### src/rtl/trace_stream_serialiser.sv
// trace_stream_serialiser: buffers 128-bit trace records in a FIFO and emits each as four AXI-Stream beats.
module trace_stream_serialiser #(
  parameter int FIFO_DEPTH   = 8,
  parameter int TDATA_WIDTH  = 32,
  parameter int RECORD_WIDTH = 128
) (
  input  logic                              clk,
  input  logic                              rst_n,
  input  logic                              rec_valid,
  input  logic [RECORD_WIDTH-1:0]           rec_in,
  output logic [TDATA_WIDTH-1:0]            m_axis_tdata,
  output logic                              m_axis_tvalid,
  input  logic                              m_axis_tready,
  output logic                              m_axis_tlast,
  output logic [$clog2(FIFO_DEPTH+1)-1:0]   fifo_level,
  output logic [15:0]                       dropped_count
);
  localparam int PW = $clog2(FIFO_DEPTH);
  localparam int LW = $clog2(FIFO_DEPTH+1);
  typedef enum logic {IDLE, SEND} state_t;
  state_t state, state_d;
  logic [1:0] idx, idx_d;
  logic [PW-1:0] wr_ptr, rd_ptr;
  logic [RECORD_WIDTH-1:0] mem [FIFO_DEPTH];
  logic [3:0][TDATA_WIDTH-1:0] beats;
  logic push, pop;
  logic [LW-1:0] level_d;
  // beats[3] is the record MSB word, so beat index idx maps to beats[~idx]
  always_comb begin
    beats = mem[rd_ptr];
    pop = state == SEND && m_axis_tready && idx == 2'd3;
    push = rec_valid && (fifo_level < LW'(FIFO_DEPTH) || pop);
    level_d = fifo_level + LW'(push) - LW'(pop);
    m_axis_tvalid = state == SEND;
    m_axis_tlast = m_axis_tvalid && idx == 2'd3;
    m_axis_tdata = m_axis_tvalid ? beats[~idx] : '0;
    state_d = state;
    idx_d = idx;
    if (state == IDLE) begin
      state_d = fifo_level != '0 ? SEND : IDLE;
      idx_d = '0;
    end else if (m_axis_tready) begin
      idx_d = idx + 2'd1;
      if (pop) state_d = level_d != '0 ? SEND : IDLE;
    end
  end
  always_ff @(posedge clk or negedge rst_n) begin
    if (!rst_n) begin
      state <= IDLE;
      idx <= '0;
      wr_ptr <= '0;
      rd_ptr <= '0;
      fifo_level <= '0;
      dropped_count <= '0;
    end else begin
      state <= state_d;
      idx <= idx_d;
      fifo_level <= level_d;
      if (push) wr_ptr <= wr_ptr + PW'(1);
      if (pop) rd_ptr <= rd_ptr + PW'(1);
      if (rec_valid && !push && dropped_count != 16'hFFFF) dropped_count <= dropped_count + 16'd1;
    end
  end
  // a push into a full FIFO only happens alongside a pop, so it reuses the slot being freed
  always_ff @(posedge clk) begin
    if (push) mem[wr_ptr] <= rec_in;
  end
endmodule
### config.mk
export PLATFORM = sky130hd
export DESIGN_NAME = trace_stream_serialiser
export DESIGN_NICKNAME = d
export VERILOG_FILES = /design/src/rtl/trace_stream_serialiser.sv
export SDC_FILE = /design/constraint.sdc
export NUM_CORES = 1
export LEC_CHECK = 0
export ABC_AREA = 1
export BUFFER_PORTS_ARGS = -buffer_cell sky130_fd_sc_hd__buf_2
export CAP_MARGIN = 10
export CORE_ASPECT_RATIO = 1.5
export CORE_MARGIN = 2
export CORE_UTILIZATION = 26
export CTS_CLUSTER_DIAMETER = 40
export DETAILED_ROUTE_END_ITERATION = 16
export GPL_TIMING_DRIVEN = 0
export SLEW_MARGIN = 15
export SYNTH_ARGS = -nofsm -noshare
export SYNTH_HDL_FRONTEND = slang
export SYNTH_SLANG_ARGS = --single-unit
### constraint.sdc
create_clock -name clk -period 7.7 [get_ports clk]
set_clock_uncertainty 0.05 [all_clocks]
set_input_delay 0.77 -clock clk [delete_from_list [all_inputs] [get_ports clk]]
set_output_delay 0.77 -clock clk [all_outputs]
set_load 0.05 [all_outputs]
Word level (Yosys, flattened, before mapping)
Memory sizes are Yosys's and may differ from the RTL's.
Cells that the tools add are included.
{"block": "op_classes", "add_sub_neg": 6, "n_eq_ne": 3, "muxes": 12, "n_reduce_logical": 10, "bitwise_logic": 1, "magnitude_cmp": 2}
{"cell": "binary-select mux 32 bit (select 2 bit)", "count": 1}
{"cell": "two-way mux 32 bit", "count": 2}
{"cell": "adder 16 x 1 -> 16 bit (second input constant)", "count": 1}
{"cell": "!= test 16 bit (second input constant)", "count": 1}
{"cell": "nonzero test 4 bit", "count": 2}
{"cell": "two-way mux 1 bit", "count": 7}
{"cell": "adder 3 x 1 -> 3 bit (second input constant)", "count": 2}
{"cell": "logical AND 1 bit", "count": 6}
{"cell": "adder 4 x 1 -> 4 bit", "count": 1}
{"cell": "less-than comparator 4 bit (second input constant)", "count": 1}
{"cell": "two-way mux 2 bit", "count": 2}
{"cell": "subtractor 4 x 1 -> 4 bit", "count": 1}
{"cell": "less-than comparator 2 x 3 -> 1 bit (second input constant)", "count": 1}
{"cell": "adder 2 x 1 -> 2 bit (second input constant)", "count": 1}
{"cell": "equality test 2 bit (second input constant)", "count": 1}
{"cell": "!= test 2 bit (second input constant)", "count": 1}
{"cell": "inverter 2 bit", "count": 1}
{"cell": "logical NOT 1 bit", "count": 1}
{"cell": "logical OR 1 bit", "count": 1}
{"block": "word_totals", "elab_cells": 41, "in_bits": 132, "ramBits": 1024, "register_bits": 29, "memories": 1}
{"name": "mem", "words": 8, "word_bits": 128, "rd": 1, "rd_ports_with_merged_regs": 0, "wr": 1, "line": "24", "source": "logic [RECORD_WIDTH-1:0] mem [FIFO_DEPTH];"}

Depth between registers and ports, before layout
Gate-level depths: netlist (run 1).
{"block": "logic_depth", "ltp_word": 11, "ltp_mapped": 14, "depth_no_buf": 14}

Worst setup path after synthesis (run 1)
No wires, ideal clock.
{"block": "synth_timing", "kind": "register to register", "start": "register state (netlist: m_axis_tvalid)", "end": "memory mem[0][0], enable pin", "stages_incl_launch_ff": 9, "required_time_ns": 7.033, "t_arrival_ns": 7.208, "n_path_buf": 1, "slack_ns": -0.174, "cell_sequence": "dfrtp_1 > buf_4 > nand2_1 > inv_1 > nand2_2 > nand2_1 > nand2_1 > or2_2 > nor2_1"}
{"block": "synth_via", "elab_chain_cells": 6}
{"element": "start: declaration", "line": "21", "source": "state_t state, state_d;"}
{"element": "start signal: assignment", "line": "56", "source": "state <= state_d;"}
{"element": "logical AND 1 bit (2 in a row)", "line": "31", "source": "pop = state == SEND && m_axis_tready && idx == 2'd3;"}
{"element": "logical OR 1 bit", "line": "32", "source": "push = rec_valid && (fifo_level < LW'(FIFO_DEPTH) || pop);"}
{"element": "logical AND 1 bit", "line": "32"}
{"element": "two-way mux 1 bit", "line": "66", "source": "if (push) mem[wr_ptr] <= rec_in;"}
{"element": "two-way mux 1 bit (not written as such)", "line": "66"}
{"element": "end: declaration", "line": "24"}
No other way between the ends.

Final worst setup path (run 1)
{"block": "layout_timing", "start": "register rd_ptr[2]", "end": "output m_axis_tdata[16]"}
{"block": "layout_via", "elab_chain_cells": 4}
{"element": "start: declaration", "line": "23", "source": "logic [PW-1:0] wr_ptr, rd_ptr;"}
{"element": "start signal: assignment", "line": "60", "source": "if (pop) rd_ptr <= rd_ptr + PW'(1);"}
{"element": "memory read (8 x 128 bit)"}
{"element": "binary-select mux 32 bit (select 2 bit)", "line": "36", "source": "m_axis_tdata = m_axis_tvalid ? beats[~idx] : '0;"}
{"element": "two-way mux 32 bit (not written as such)", "line": "36"}
{"element": "two-way mux 32 bit", "line": "36"}
{"element": "end: declaration", "line": "11", "source": "output logic [TDATA_WIDTH-1:0] m_axis_tdata,"}
No other way between the ends. The select of a mux whose other input is x is not followed.

==> out/summary.txt, run 1 <==
Status - completed
Worst setup SP type - register
Fin Setup TNS - 0 ns
Final worst slack - 2.59 ns
Final slew viol count - 0
Placed Cells - 6146
Tmin final - 5.11 ns
Drt first pass iters - 8
Worst-Skew Late Latency - 0.72 ns
Cts hold-fix bufs - 0
Primary FF master, synth - edfxtp_1
Initial antenna violation count - 80
Distinct cell type count after synthesis - 27
Endpoint class of the critical path - primary output
Die area - 169000 sq um
Initial Utilization - 0.261
Rows - 183
Final #Nets - 4174
Static leakage - 19.0 nW
Peak VDD IR - 0.318 mV
Clk buf depth - 3
Initial DRC Count - 2558
GRT Residual Overflow - 0
Critical path class - register to primary output
Core box area - 165000 sq um
Total track usage - 0.163
Port Buf Inserts - 185
Layout area overhead - 19.5%
Overall Power - 21.2 mW
Arr. time, crit path - 4.29 ns
Io pins - 186
Max-slew headroom at the worst pin - 0.365
Mapped Area - 43200 sq um
Die width - 337 um
Non-filler cells, final - 6363
Final setup fails - 0
H-tree Lvls - 3
Synth Area per Inst - 11.7 sq um
FFs w/ async S/R, synth - 0.0275
Number of global-route vias before repair - 28700
Pre-CTS WS - 3.49 ns
Cts repair resizes - 0
Fillers - 16600
MaxCap Viol Count - 0
Root buffer cell - clkbuf_16
Critical path peak fanout - 10
Tcrit/Tclk final - 0.663
First-pass GRT wire length - 200000 um
Syn Nets - 3833
Area of the multi-input gates - 10200 sq um
Post-synth top cells - nand2_1, edfxtp_1, nand3_1, nor2_1, buf_2
RD Place Congestion - 0.944
RSZ-0062 raised after global routing - false
Routed vias - 29600
Post-DP HPWL - 103000 um
Most frequent cell after synthesis - nand2_1
Worst path required time - 6.88 ns
DR vias/cell - 4.65
CTS buffer count - 104
Reg area - 31500 sq um
Synth top area cells - edfxtp_1, nand2_1, nand3_1
Register bit total from synthesis - 1053
Synthesized instance count - 3691
DRC Markers - 0
DR WL/cell - 22.2 um
Fraction of layout cells with a size suffix above 1 - 0.144
Seq/Total Area, Yosys - 0.729
Largest net degree at the start of global routing - 30
Yosys top cell area share - 0.712
Worst-path clk slew - 0.06 ns
Worst-margin pin slew - 0.952 ns
Antenna Nets Post-Route - 0
Final WL - 141000 um
Total clock sinks - 1053
Post-CTS setup repair buffer count - 0
Ys Warns - 0
Worst min-delay path class - input pin to async pin
Total power divided by cell area - 410 nW/um^2
Post-synth EDFFs - 1024
CTS tree - built
Upper clock frequency limit - 0.196 GHz
Final Hold Violating Endpoints - 0
Leading area contributor after synthesis - edfxtp_1
Die Ht - 503 um
-- critical path, cell delays in order (launching register included) --
cell and delay [ns]:
dfrtp_1 0.36, buf_2 0.21, inv_2 0.33, buf_4 0.34, buf_1 0.49, nor2_1 0.10
nor2_1 0.63, nor2_1 0.08, nor2_1 0.61, buf_2 0.39
-- per-layer routing --
layer / up-vias / global-route usage / share of wire
met5: - / 0 / 0.0024
met2: 1232 / 0.271 / 0.47
met3: 386 / 0.0437 / 0.090
met4: 56 / 0.116 / 0.077
met1: 14400 / 0.182 / 0.36
li1: 13500 / - / -
-- path summary, 6_finish.rpt --
path                          startpoint                to  slack (ns)  cells past startpoint
setup / recovery               rd_ptr[2]  m_axis_tdata[16]        2.59                      9
hold / removal                     rst_n  dropped_count[5]        0.08                      1
setup reg to reg           m_axis_tvalid         mem[1][6]        4.03                     12
hold reg to reg                wr_ptr[0]         wr_ptr[0]        0.50                      2
max in group asynchronous          rst_n     fifo_level[0]        7.01                      1
min in group clk              rec_in[58]        mem[7][58]        0.27                      1
-- state kept, by name, summed over array words and instances, names as in the netlist --
signal         flops
fifo_level         4
idx                2
rd_ptr             3
dropped_count     16
wr_ptr             3
mem             1024
m_axis_tvalid      1
-- placed cells by master, fill, tap and decap left out, types with 17 or more instances in the layout --
master and n:
nand2_1 1311, edfxtp_1 1024, nand3_1 691, buf_2 287, nor2_1 223, clkbuf_16 104
o21ai_0 80, buf_4 50, buf_12 36, buf_6 35, clkbuf_1 35, inv_1 30
dfrtp_1 29, diode_2 25, o21ai_1 21, clkinv_1 21, buf_1 17
-- metrics by stage --
stage                     cell area, sq um   util  hold WS [ns]
after floorplan                      43200      -         0.424
final                                51600  0.312        0.0840
after global routing                 51500  0.312         0.110
after global placement               46900  0.284         0.466
after detailed placement             48000  0.291         0.483
after CTS                            51500  0.312        0.0635
-- layout make-up --
class                           count  share of cell area
Clock inverter                     73              0.0160
Clock buffer                      119              0.0515
Timing Repair Buffer              235              0.0394
Sequential cell                  1053               0.610
Tap cell                         2220              0.0538
Buffer                            224              0.0275
Antenna cell                       25             0.00121
Multi-Input combinational cell   2379               0.198
Inverter                           35             0.00269
-- logic make-up after synthesis --
family                   share of synthesized area
XOR/XNOR                                   0.00325
adder cells (fa/ha/maj)                    0.00307
AND/OR/NAND/NOR                              0.216
buffers and inverters                       0.0361
AO/OA/AOI/OAI                               0.0122
flip-flops                                   0.729
-- where the power goes --
part	internal, mW	total [mW]	switching, mW	leakage, nW
Combinational	2.19	8.89	6.70	7.66
Sequential	6.93	7.08	0.147	9.62
Clock	2.92	5.19	2.27	1.69
Total	12.0	21.2	9.11	19.0
(Power assumes the default switching activity.)
==> inputs of run 2 (changes only) <==
clock period = 4.89 ns   (was 7.7 ns; I/O delays follow)
==> run 2 against run 1 <==
  * Critical endpoint unchanged
  * Flip-flop and latch count unchanged
  * Combinational power increased by 59%
  * Count of clock-buffer cells in the layout is 8 higher
  * Largest cell class unchanged
  * Non-clock buffer count grew 105
  * Sequential power rose by 57%
==> out/summary.txt, run 2 (same netlist as run 1, synthesis figures left out) <==
Pre-CTS WS - 1.06 ns (was 3.49 ns)
DR vias/cell - 4.63 (was 4.65)
Die area - 169000 sq um (unchanged)
Initial DRC Count - 2444 (was 2558)
Reg with most FFs - mem (unchanged)
Max-slew headroom at the worst pin - 0.337 (was 0.365)
Overall Power - 33.6 mW (was 21.2 mW)
Static leakage - 19.5 nW (was 19.0 nW)
Util after Layout - 0.319 (was 0.312)
Largest registers - mem: 1024 flops, dropped_count: 16 flops, fifo_level: 4 flops (unchanged)
Io pins - 186 (unchanged)
Post-CTS setup repair buffer count - 0 (unchanged)
Die Ht - 503 um (unchanged)
Port Buf Inserts - 185 (unchanged)
DRC Markers - 0 (unchanged)
RSZ-0062 raised after global routing - false (unchanged)
Final worst slack - 0.191 ns (was 2.59 ns)
Max reg flops - 1024 (unchanged)
First-pass GRT wire length - 202000 um (was 200000 um)
Design area - 52800 sq um (was 51600 sq um)
Worst path required time - 4.35 ns (was 6.88 ns)
Fraction of layout cells with a size suffix above 1 - 0.144 (about the same)
Die width - 337 um (unchanged)
Hold path start - rec_in[8]
Initial Utilization - 0.261 (unchanged)
Final setup fails - 0 (unchanged)
Worst hold path depth - 1
Post-DP HPWL - 104000 um (was 103000 um)
Initial antenna violation count - 41 (was 80)
Fillers - 16600 (about the same)
Total track usage - 0.164 (was 0.163)
Arr. time, crit path - 4.16 ns (was 4.29 ns)
Layout area overhead - 22.2% (was 19.5%)
Non-filler cells, final - 6463 (was 6363)
Status - completed (unchanged)
Antenna Nets Post-Route - 0 (unchanged)
RD Place Congestion - 0.941 (was 0.944)
Final slew viol count - 0 (unchanged)
Total power divided by cell area - 638 nW/um^2 (was 410 nW/um^2)
Critical path peak fanout - 10 (unchanged)
Tmin final - 4.70 ns
H-tree Lvls - 3 (unchanged)
Worst-margin pin slew - 0.995 ns (was 0.952 ns)
Endpoint class of the critical path - primary output (unchanged)
Final #Nets - 4280 (was 4174)
Clk buf depth - 3 (unchanged)
Drt first pass iters - 7 (was 8)
Final WL - 142000 um (was 141000 um)
GRT Residual Overflow - 0 (unchanged)
Peak VDD IR - 0.675 mV (was 0.318 mV)
Number of global-route vias before repair - 28900 (was 28700)
R2r endpoint - mem[5][97] (was mem[1][6])
Total clock sinks - 1053 (unchanged)
R2r setup slk - 1.48 ns (was 4.03 ns)
Worst-path clk slew - 0.06 ns (about the same)
Worst setup SP type - register (unchanged)
FF-to-FF path depth - 13 (was 12)
DR WL/cell - 22.0 um (was 22.2 um)
Most frequent cells in the layout - nand2_1, edfxtp_1, nand3_1, buf_2, nor2_1 (unchanged)
Core box area - 165000 sq um (unchanged)
Final Hold Violating Endpoints - 0 (unchanged)
Hold Crit Endpoint - mem[7][8]
Rows - 183 (unchanged)
MaxCap Viol Count - 0 (unchanged)
Worst min-delay path class - input pin to register (was input pin to async pin)
Tcrit/Tclk final - 0.961
Placed Cells - 6148 (was 6146)
Worst r2r src - m_axis_tvalid (unchanged)
Placed instance area - 48100 sq um (was 48000 sq um)
Worst-Skew Late Latency - 0.72 ns (about the same)
CTS tree - built (unchanged)
Most common cell after layout, fill and taps aside - nand2_1 (unchanged)
Largest net degree at the start of global routing - 30 (unchanged)
CTS buffer count - 105 (was 104)
Critical path class - register to primary output (unchanged)
Routed vias - 29900 (was 29600)
Root buffer cell - clkbuf_16 (unchanged)
Upper clock frequency limit - 0.213 GHz
run 2: area by class of cell:
type	instances	area (sq um)	share of cell area
antenna	17	42.5	0.000806
timing repair buffer	340	3110	0.0589
sequential	1053	31500	0.596
tap	2220	2780	0.0526
buffer	224	1420	0.0269
clock inverter	68	861	0.0163
clock buffer	127	2750	0.0521
multi-input combinational	2379	10200	0.193
inverter	35	139	0.00263
run 2: how the worst max path moves through the flow:
stage	start	end	slack (ns)	cells after the start
after floorplan	m_axis_tvalid	mem[4][0]	-0.84	8
after global placement	m_axis_tvalid	mem[2][15]	-4.04	8
after detailed placement	rd_ptr[2]	m_axis_tdata[16]	1.06	9
after CTS	rd_ptr[2]	m_axis_tdata[16]	0.27	9
after global routing	rd_ptr[2]	m_axis_tdata[16]	0.18	9
final	rd_ptr[2]	m_axis_tdata[16]	0.19	9
run 2: routing by layer:
layer | track usage | vias up | wire length (um)
li1 | - | 13700 | -
met1 | 0.190 | 14500 | 53100
met2 | 0.279 | 1320 | 68600
met3 | 0.0322 | 356 | 10800
met4 | 0.101 | 44 | 9470
met5 | 0 | - | 277
run 2: power breakdown:
group | total (mW) | internal (mW) | switching (mW) | leakage, nW
clock | 8.38 | 4.73 | 3.65 | 1.74
combinational | 14.1 | 3.51 | 10.6 | 8.11
sequential | 11.1 | 10.9 | 0.237 | 9.62
run 2: through the flow:
step | setup TNS (ns) | hold slack (ns)
after floorplan | -430.20 | 0.143
after global placement | -2587.16 | 0.469
after detailed placement | 0 | 0.489
after CTS | 0 | 0.000403
after global routing | 0 | 0.0106
final | 0 | 0.0249
run 2: repair_timing:
item,4_1_cts,5_1_grt
setup endpoints to repair,0,0
endpoints found under the hold margin,771,0
hold buffers,103,0
resized for setup,0,0
run 2: worst max-delay path, cell delays in order, from the launching register on:
cell	delay, ns
dfrtp_1	0.35
buf_2	0.21
inv_2	0.31
buf_4	0.31
buf_1	0.49
nor2_1	0.10
nor2_1	0.64
nor2_1	0.08
nor2_1	0.52
buf_2	0.38
